### src/rtl/relu_maxpool.sv
// relu_maxpool: optional ReLU followed by 2x2 stride-2 max pooling, per channel.
//
// Sits behind the convolution block and consumes its per-channel pixel stream.
// Each channel keeps one half-width line buffer that holds the horizontal maxima
// of the even row. The odd row combines those maxima with its own horizontal
// maxima to form the pooled result.
//
// Ports:
//   clk      - clock
//   rst_n    - asynchronous active-low reset
//   clk_en   - global clock enable; every register holds while it is low
//   i_data   - signed input pixel, one per channel
//   i_valid  - input pixel valid
//   i_sop    - first pixel of a frame (qualified by i_valid)
//   i_eop    - last pixel of a frame (qualified by i_valid)
//   o_data   - pooled pixel, one per channel (holds its value while o_valid is low)
//   o_valid  - pooled pixel valid, high for one enabled cycle per result
//   o_sop    - first pooled pixel of a frame
//   o_eop    - last pooled pixel of a frame
module relu_maxpool #(
  parameter int PIX_WIDTH  = 8,
  parameter int CHANNELS   = 4,
  parameter int IMG_WIDTH  = 26,
  parameter int IMG_HEIGHT = 26,
  parameter int RELU       = 1
) (
  input  logic                                 clk,
  input  logic                                 rst_n,
  input  logic                                 clk_en,
  input  logic [CHANNELS-1:0][PIX_WIDTH-1:0]   i_data,
  input  logic                                 i_valid,
  input  logic                                 i_sop,
  input  logic                                 i_eop,
  output logic [CHANNELS-1:0][PIX_WIDTH-1:0]   o_data,
  output logic                                 o_valid,
  output logic                                 o_sop,
  output logic                                 o_eop
);

  localparam int HALF_W   = IMG_WIDTH / 2;
  localparam int HALF_H   = IMG_HEIGHT / 2;
  // The pooled region excludes a trailing odd column/row.
  localparam int POOL_W   = 2 * HALF_W;
  localparam int POOL_H   = 2 * HALF_H;
  localparam int CW       = (IMG_WIDTH > 1) ? $clog2(IMG_WIDTH) : 1;
  localparam int RW       = (IMG_HEIGHT > 1) ? $clog2(IMG_HEIGHT) : 1;
  localparam int AW       = (HALF_W > 1) ? $clog2(HALF_W) : 1;
  localparam int LB_DEPTH = (HALF_W > 0) ? HALF_W : 1;

  typedef logic signed [PIX_WIDTH-1:0] pix_t;

  // Signed maximum of two pixels; the result is always one of the operands.
  function automatic pix_t smax(input pix_t a, input pix_t b);
    if (a > b) begin
      return a;
    end else begin
      return b;
    end
  endfunction

  // Clamps negative pixels to zero when ReLU is enabled.
  function automatic pix_t relu_f(input pix_t p);
    if ((RELU != 0) && p[PIX_WIDTH-1]) begin
      return {PIX_WIDTH{1'b0}};
    end else begin
      return p;
    end
  endfunction

  logic [CW-1:0] col_r, col_s, col_nxt_s;
  logic [RW-1:0] row_r, row_s, row_nxt_s;
  logic          accept_s;
  logic          in_pool_s;
  logic          col_odd_s;
  logic          row_odd_s;
  logic          emit_s;
  logic          sop_hit_s;
  logic          eop_hit_s;
  logic [AW-1:0] lb_idx_s;

  pix_t px_s      [CHANNELS];
  pix_t h_s       [CHANNELS];
  pix_t res_s     [CHANNELS];
  pix_t hmax_r    [CHANNELS];
  pix_t linebuf_r [CHANNELS][LB_DEPTH];

  // Effective pixel position (i_sop forces a restart at 0,0) and next counter values.
  always_comb begin
    accept_s  = clk_en & i_valid;
    col_s     = col_r;
    row_s     = row_r;
    col_nxt_s = {CW{1'b0}};
    row_nxt_s = {RW{1'b0}};
    if (i_sop) begin
      col_s = {CW{1'b0}};
      row_s = {RW{1'b0}};
    end else begin
      col_s = col_r;
      row_s = row_r;
    end
    col_odd_s = col_s[0];
    row_odd_s = row_s[0];
    in_pool_s = (int'(col_s) < POOL_W) && (int'(row_s) < POOL_H);
    lb_idx_s  = AW'(col_s >> 1);
    if (i_eop) begin
      col_nxt_s = {CW{1'b0}};
      row_nxt_s = {RW{1'b0}};
    end else if (col_s == CW'(IMG_WIDTH - 1)) begin
      col_nxt_s = {CW{1'b0}};
      if (row_s == RW'(IMG_HEIGHT - 1)) begin
        row_nxt_s = {RW{1'b0}};
      end else begin
        row_nxt_s = row_s + RW'(1);
      end
    end else begin
      col_nxt_s = col_s + CW'(1);
      row_nxt_s = row_s;
    end
    emit_s    = accept_s & in_pool_s & col_odd_s & row_odd_s;
    sop_hit_s = (row_s == RW'(1)) && (col_s == CW'(1));
    eop_hit_s = (row_s == RW'(POOL_H - 1)) && (col_s == CW'(POOL_W - 1));
  end

  // Per-channel ReLU, horizontal max and final vertical max.
  always_comb begin
    for (int ch = 0; ch < CHANNELS; ch++) begin
      px_s[ch]  = relu_f(pix_t'(i_data[ch]));
      h_s[ch]   = smax(hmax_r[ch], px_s[ch]);
      res_s[ch] = smax(linebuf_r[ch][lb_idx_s], h_s[ch]);
    end
  end

  // Position counters and the even-column horizontal max registers.
  always_ff @(posedge clk or negedge rst_n) begin
    if (!rst_n) begin
      col_r <= {CW{1'b0}};
      row_r <= {RW{1'b0}};
      for (int ch = 0; ch < CHANNELS; ch++) begin
        hmax_r[ch] <= {PIX_WIDTH{1'b0}};
      end
    end else if (accept_s) begin
      col_r <= col_nxt_s;
      row_r <= row_nxt_s;
      if (in_pool_s && !col_odd_s) begin
        for (int ch = 0; ch < CHANNELS; ch++) begin
          hmax_r[ch] <= px_s[ch];
        end
      end
    end
  end

  // Line buffer: even-row horizontal maxima, read back on the odd row. Not reset,
  // since every entry is rewritten on an even row before an odd row reads it.
  always_ff @(posedge clk) begin
    if (accept_s && in_pool_s && col_odd_s && !row_odd_s) begin
      for (int ch = 0; ch < CHANNELS; ch++) begin
        linebuf_r[ch][lb_idx_s] <= h_s[ch];
      end
    end
  end

  // Registered output stage; flags only pulse together with a result.
  always_ff @(posedge clk or negedge rst_n) begin
    if (!rst_n) begin
      o_valid <= 1'b0;
      o_sop   <= 1'b0;
      o_eop   <= 1'b0;
      o_data  <= {(CHANNELS * PIX_WIDTH){1'b0}};
    end else if (clk_en) begin
      o_valid <= emit_s;
      o_sop   <= emit_s & sop_hit_s;
      o_eop   <= emit_s & eop_hit_s;
      if (emit_s) begin
        for (int ch = 0; ch < CHANNELS; ch++) begin
          o_data[ch] <= res_s[ch];
        end
      end
    end
  end

endmodule

### config.mk
export PLATFORM = sky130hd
export DESIGN_NAME = relu_maxpool
export DESIGN_NICKNAME = d
export VERILOG_FILES = /design/src/rtl/relu_maxpool.sv
export SDC_FILE = /design/constraint.sdc
export NUM_CORES = 1
export LEC_CHECK = 0
export CAP_MARGIN = 20
export CELL_PAD_IN_SITES_DETAIL_PLACEMENT = 0
export CELL_PAD_IN_SITES_GLOBAL_PLACEMENT = 2
export CORE_MARGIN = 2
export CORE_UTILIZATION = 35
export DETAILED_ROUTE_END_ITERATION = 12
export GPL_TIMING_DRIVEN = 0
export PLACE_DENSITY_LB_ADDON = 0.1
export SLEW_MARGIN = 10
export SYNTH_ARGS = -nofsm -noshare
export SYNTH_HDL_FRONTEND = slang
export SYNTH_SLANG_ARGS = --single-unit
### constraint.sdc
create_clock -name clk -period 6.15 [get_ports clk]
set_input_delay 0.9225 -clock clk [delete_from_list [all_inputs] [get_ports clk]]
set_output_delay 0.9225 -clock clk [all_outputs]
set_load 0.05 [all_outputs]
==> results of run 1 <==
[worst max-delay path: cells and delay by family]
kind	cells	cell delay, ps
AOI/OAI and AO/OA	7	2010
adders and majority gates	2	570
buffers and inverters	3	740
and+or+nand+nor	4	1270
[sequential cells by signal, summed over array words and instances, names as in the netlist]
| name | cells |
|---|---|
| linebuf_r | 364 |
| hmax_r | 28 |
| o_data | 28 |
| col_r | 5 |
| row_r | 5 |
| o_eop | 1 |
| o_sop | 1 |
| o_valid | 1 |
[power breakdown]
group	switching, mW	internal, mW	total, mW	leakage, nW
Clock	1.21	1.85	3.07	0.812
Combinational	0.781	0.361	1.14	3.30
Sequential	0.0301	3.45	3.48	4.24
[logic make-up after synthesis]
family                   after synthesis  synth area share, %
adder cells (fa/ha/maj)               60                 3.87
buffers and inverters                171                 3.94
other                                  1               0.0193
multiplexers                          95                 5.10
flip-flops                           433                 65.3
XOR/XNOR                               1               0.0452
AO/OA/AOI/OAI                        395                 15.3
AND/OR/NAND/NOR                      240                 6.44
[through the flow]
step	hold slack (ps)	setup WS, ps	area [sq um]	total power, mW
final	262	1160	23200	7.69
after global routing	273	804	23200	8.02
after detailed placement	500	635	21600	4.69
after floorplan	475	1110	19400	4.27
after global placement	493	-3040	21000	4.66
after CTS	261	1230	23200	7.77
[final cells by class]
type | instances | area [sq um] | area share [%]
Antenna cell | 2 | 5.00 | 0.0215
Buffer | 83 | 433 | 1.86
Clock buffer | 70 | 1380 | 5.93
Clock inverter | 23 | 297 | 1.28
Inverter | 88 | 330 | 1.42
Multi-Input combinational cell | 795 | 6060 | 26.1
Sequential cell | 433 | 12700 | 54.4
Tap cell | 748 | 936 | 4.03
Timing Repair Buffer | 114 | 1150 | 4.96
[per-layer routing]
layer	part of all wire (%)	track usage (%)	wire length, microns
met1	46	28.5	26400
met2	47	33.4	27100
met3	4.7	2.90	2710
met4	2.0	4.91	1120
met5	0	0	0
[Yosys cell counts (all sizes together), types with 10 or more instances]
| library cell | number | area share [%] |
|---|---|---|
| a221oi | 31 | 1.4 |
| nand2 | 65 | 1.3 |
| dfrtp | 69 | 8.9 |
| ha | 60 | 3.9 |
| a211oi | 21 | 0.94 |
| nand4 | 11 | 0.35 |
| o21ai | 59 | 1.5 |
| a211o | 27 | 1.2 |
| o221a | 14 | 0.81 |
| o211ai | 50 | 1.9 |
| a21oi | 45 | 1.2 |
| edfxtp | 364 | 56 |
| nor2b | 27 | 0.87 |
| nor3 | 17 | 0.52 |
| a221o | 24 | 1.2 |
| buf | 59 | 1.8 |
| a22oi | 50 | 1.9 |
| a22o | 13 | 0.59 |
| clkbuf | 24 | 0.46 |
| nand2b | 19 | 0.61 |
| mux2 | 10 | 0.58 |
| mux2i | 83 | 4.3 |
| nor2 | 30 | 0.58 |
| inv | 88 | 1.7 |
| a21o | 27 | 1.0 |
| nand3 | 43 | 1.1 |
[worst min path at each step]
stage / slack [ps] / to / cells after the start
finish: 260 / row_r[0]$_DFFE_PN0P_ / 1
global route: 270 / row_r[0]$_DFFE_PN0P_ / 1
detailed placement: 500 / o_data[5]$_DFFE_PN0P_ / 2
floorplan: 480 / hmax_r[1]$_DFFE_PN0P_ / 2
global placement: 490 / o_data[5]$_DFFE_PN0P_ / 2
CTS: 260 / row_r[0]$_DFFE_PN0P_ / 1
==> run_results.csv, run 1 <==
group,metric,value,unit
run_status,outcome,"finished, final reports clean",
worst_setup_path,endpoint,"o_data[17]$_DFFE_PN0P_",
final_layout,layout-drive-gt1-share,14.1,%
floorplan,ioPinCount,73,
yosys,synth.avg_cell_area,13.9,sq um
timing,slew_headroom,28.4,%
grt,grt_pass1_wl,85100,microns
clocking,htree_levels,2,
floorplan,die_h,239,microns
floorplan,core_area,0.0550,sq mm
grt,grt_use_total,20.4,%
detailed_routing,vias,12500,
detailed_routing,wl,57300,microns
power_and_ir_drop,ir_drop,0.209,mV
worst_setup_path,rrSetupSlack,1970,ps
hold_path,hp-class,"primary input to asynchronous set/reset pin",
detailed_routing,remaining_drc_errors,0,
final_layout,final_common_cell,"edfxtp_1",
detailed_routing,wl_per_cell,24.3,microns
worst_setup_path,worstPathArrival,5520,ps
power_and_ir_drop,powerDensity,331,mW/mm^2
floorplan,std_cell_rows,86,
grt,grt_max_degree,48,
worst_setup_path,end_kind,"flop",
detailed_routing,ant_nets,0,
worst_setup_path,rr_worst_depth,13,
timing,final-hold-violation-count,0,
clocking,cts.sinks,433,
grt,grt_overflow,0,
power_and_ir_drop,p_leak,8.35,nW
final_layout,fill_cells,5099,
worst_setup_path,crit_path_start,"i_data[23]",
final_layout,nNetsFinal,1663,
worst_setup_path,critical_path_required,6680,ps
floorplan,initial_utilization,35.3,%
yosys,yosys_warnings,0,
worst_setup_path,critPathMaxStageDelay,530,ps
worst_setup_path,path_class,"primary input to flop",
yosys,netlist_area,0.0194,sq mm
placed_design,hpwl,40100,microns
timing,fin_crit_sh,81.1,%
timing,finalSetupTns,0,ps
final_layout,final_cell_count_no_fill,2356,
grt,antenna_found_initial,1,
final_layout,syn2layout_area_growth,19.9,%
timing,rsz0062_at_grt,"false",
worst_setup_path,crit_fanout,15,
final_layout,final_cell_mix,"364 x edfxtp_1, 85 x inv_1, 83 x mux2i_1",
yosys,ys_ff_latch,433,
clocking,cts_root_buf,"clkbuf_16",
floorplan,fp.dieArea,0.0573,sq mm
flow_run,maxCapViolCount,0,
yosys,ys_seq_area_share,65.3,%
timing,drv_slew,0,
yosys,synth_cells,1396,
worst_setup_path,path_cells,"clkdlybuf4s50_1 > nor2b_1 > inv_1 > ha_1 > and3b_1 > o21ai_1 > a21boi_0 > nand2b_1 > o221a_2 > inv_1 > ha_1 > a21o_1 > a21oi_1 > a21oi_1 > nor2_1 > a21o_1",
detailed_routing,drtIter0Drc,1009,
clocking,holdBufCountCts,0,
timing,fin_worst_skew,15.0,ps
timing,worst-slew-pin-transition,1070,ps
clocking,cts_setup_buffers,0,
placed_design,gp_congestion,0.764,
placed_design,port_buffers,68,
clocking,clk_latency,590,ps
worst_setup_path,r2r-end,"o_data[17]$_DFFE_PN0P_",
detailed_routing,drt_pass1_iterations,5,
worst_setup_path,slowest_stage,"clkdlybuf4s50_1",
timing,max_freq,201,MHz
clocking,clock_path_buffers,3,
detailed_routing,via_per_inst,5.31,
placed_design,place_inst,2261,
timing,setup-violations-final,0,
yosys,ys_async_sr_fraction,15.9,%
timing,min_period,4990,ps
clocking,cts_tree,"yes",
grt,grt_pass1_vias,12600,
floorplan,die_w,239,microns
clocking,cts_buffers,50,
worst_setup_path,start_kind,"primary input",
clocking,cts-resized-gates,0,
yosys,synth_edf_count,364,
final_layout,final_util,42.3,%
yosys,synth_cell_types,65,
worst_setup_path,reg2reg_from,"hmax_r[10]$_DFFE_PN0P_",
clocking,clkTransAtPathRegs,60,ps
yosys,synth_flop_cell,"edfxtp_1",
(Power assumes the default switching activity.)
==> run 2: changes to the inputs <==
- clock period: 6.15 -> 5 ns (I/O delays scaled with it)
==> run_results.csv, run 2 (synthesis results as in run 1) <==
group,metric,value,unit
grt,antenna_found_initial,1,
worst_setup_path,worstPathArrival,5010,ps
detailed_routing,route.met2.wl,27100,microns
placed_design,gp_congestion,0.764,
worst_setup_path,critical_path_required,5440,ps
detailed_routing,drt_pass1_iterations,5,
worst_setup_path,rr_worst_depth,13,
grt,grt_use_total,20.4,%
timing,final-hold-violation-count,0,
worst_setup_path,rrSetupSlack,830,ps
final_layout,layout-drive-gt1-share,14.3,%
detailed_routing,vias,12600,
worst_setup_path,crit_fanout,14,
final_layout,final_common_cell,"edfxtp_1",
detailed_routing,wl_met3,2690,microns
final_layout,syn2layout_area_growth,19.9,%
detailed_routing,wl,57400,microns
clocking,cts.sinks,433,
worst_setup_path,r2r-end,"o_data[25]$_DFFE_PN0P_",
timing,drv_slew,0,
power_and_ir_drop,p_leak,8.35,nW
detailed_routing,via_per_inst,5.33,
worst_setup_path,start_kind,"primary input",
placed_design,placed_area,0.0216,sq mm
grt,grt_overflow,0,
worst_setup_path,reg2reg_from,"col_r[3]$_DFFE_PN0P_",
clocking,cts-resized-gates,0,
timing,finalSetupTns,0,ps
clocking,holdBufCountCts,0,
final_layout,stdcell_area,0.0233,sq mm
clocking,clk_latency,600,ps
floorplan,fp.dieArea,0.0573,sq mm
final_layout,nNetsFinal,1663,
clocking,htree_levels,2,
detailed_routing,dr.max_layer_used,"met4",
timing,fin_worst_skew,13.9,ps
timing,fin_crit_sh,91.5,%
final_layout,final_cell_mix,"364 x edfxtp_1, 85 x inv_1, 83 x mux2i_1",
timing,setup-violations-final,0,
clocking,cts_buffers,50,
detailed_routing,wl_met1,26500,microns
final_layout,reg_top3,"linebuf_r (364), hmax_r (28), o_data (28)",
grt,grt_pass1_vias,12600,
flow_run,maxCapViolCount,0,
worst_setup_path,slowest_stage,"o21ai_0",
placed_design,dp_slack,-343,ps
worst_setup_path,end_kind,"flop",
placed_design,port_buffers,68,
floorplan,std_cell_rows,86,
hold_path,hp-class,"primary input to asynchronous set/reset pin",
clocking,cts_setup_buffers,0,
timing,max_freq,218,MHz
floorplan,core_area,0.0550,sq mm
run_status,outcome,"finished, final reports clean",
detailed_routing,remaining_drc_errors,0,
timing,rsz0062_at_grt,"false",
power_and_ir_drop,ir_drop,0.257,mV
floorplan,ioPinCount,73,
placed_design,hpwl,40100,microns
timing,min_period,4580,ps
clocking,cts_root_buf,"clkbuf_16",
floorplan,die_h,239,microns
worst_setup_path,path_class,"primary input to flop",
worst_setup_path,critPathMaxStageDelay,630,ps
final_layout,regMostFlops,"linebuf_r",
timing,slew_headroom,29.4,%
power_and_ir_drop,powerDensity,407,mW/mm^2
grt,grt_max_degree,48,
clocking,clkTransAtPathRegs,60,ps
clocking,cts_tree,"yes",
timing,worst-slew-pin-transition,1050,ps
detailed_routing,drtIter0Drc,1027,
worst_setup_path,cp_common_cell,"ha_1",
floorplan,die_w,239,microns
detailed_routing,ant_nets,0,
final_layout,fill_cells,5097,
grt,grt_pass1_wl,85100,microns
worst_setup_path,path_cells,"clkdlybuf4s50_1 > nand2b_1 > ha_1 > nor2b_1 > o211a_1 > o21ai_0 > o22a_1 > o221ai_1 > inv_1 > ha_1 > nand4_1 > nor2_1 > a21o_1 > o21ai_1 > o211ai_1",
detailed_routing,wl_per_cell,24.3,microns
timing,setup_ws,423,ps
clocking,clock_path_buffers,3,
final_layout,largest_reg_flops,364,
floorplan,initial_utilization,35.3,%
## run 2: stage by stage
stage               hold slack [ps]  std cells  power [mW]  utilization (%)
detailed placement              500       2261        5.77             39.2
CTS                            88.3       2354        9.56             42.3
floorplan                       454       1399        5.25                -
finish                         90.4       2356        9.46             42.3
global placement                493       2215        5.73             38.2
global route                    101       2354        9.87             42.3
## run 2: cell type report
cell class / count / area, sq um / share of cell area [%]
antenna: 2 / 5.00 / 0.0215
multi-input combinational: 795 / 6060 / 26.1
buffer: 83 / 433 / 1.86
sequential: 433 / 12700 / 54.4
clock buffer: 70 / 1380 / 5.92
inverter: 88 / 330 / 1.42
timing repair buffer: 114 / 1150 / 4.96
tap: 748 / 936 / 4.02
clock inverter: 23 / 297 / 1.28
## run 2: worst max-delay path by stage
stage                     from                          to  slack, ps  cells past startpoint
floorplan                i_sop  linebuf_r[0][24]$_DFFE_PP_        130                      5
global placement         i_sop  linebuf_r[1][89]$_DFFE_PP_      -4010                      6
detailed placement  i_data[23]      o_data[22]$_DFFE_PN0P_       -340                     16
CTS                 i_data[23]      o_data[17]$_DFFE_PN0P_        250                     16
global route        i_data[23]      o_data[17]$_DFFE_PN0P_         60                     16
finish               i_data[7]       o_data[6]$_DFFE_PN0P_        420                     15
## run 2: worst max-delay path: cells and delay by family
family	cells	cell delay, ps
AO/OA/AOI/OAI	7	2040
buffers and inverters	2	1000
adder cells (fa/ha/maj)	2	690
AND/OR/NAND/NOR	4	530
## run 2: report_power, final
part           total (mW)  leakage (nW)  internal (mW)  switching [mW]
Sequential           4.28          4.24           4.24          0.0373
Combinational        1.41          3.30          0.444           0.964
Clock                3.77         0.812           2.28            1.49
Total                9.46          8.35           6.97            2.50
## run 2: layer usage
metal  GRT usage (%)  vias up
met2            33.4      294
met5               0        -
met1            28.5     6366
li1                -     5829
met4            4.91        0
met3            2.90       73
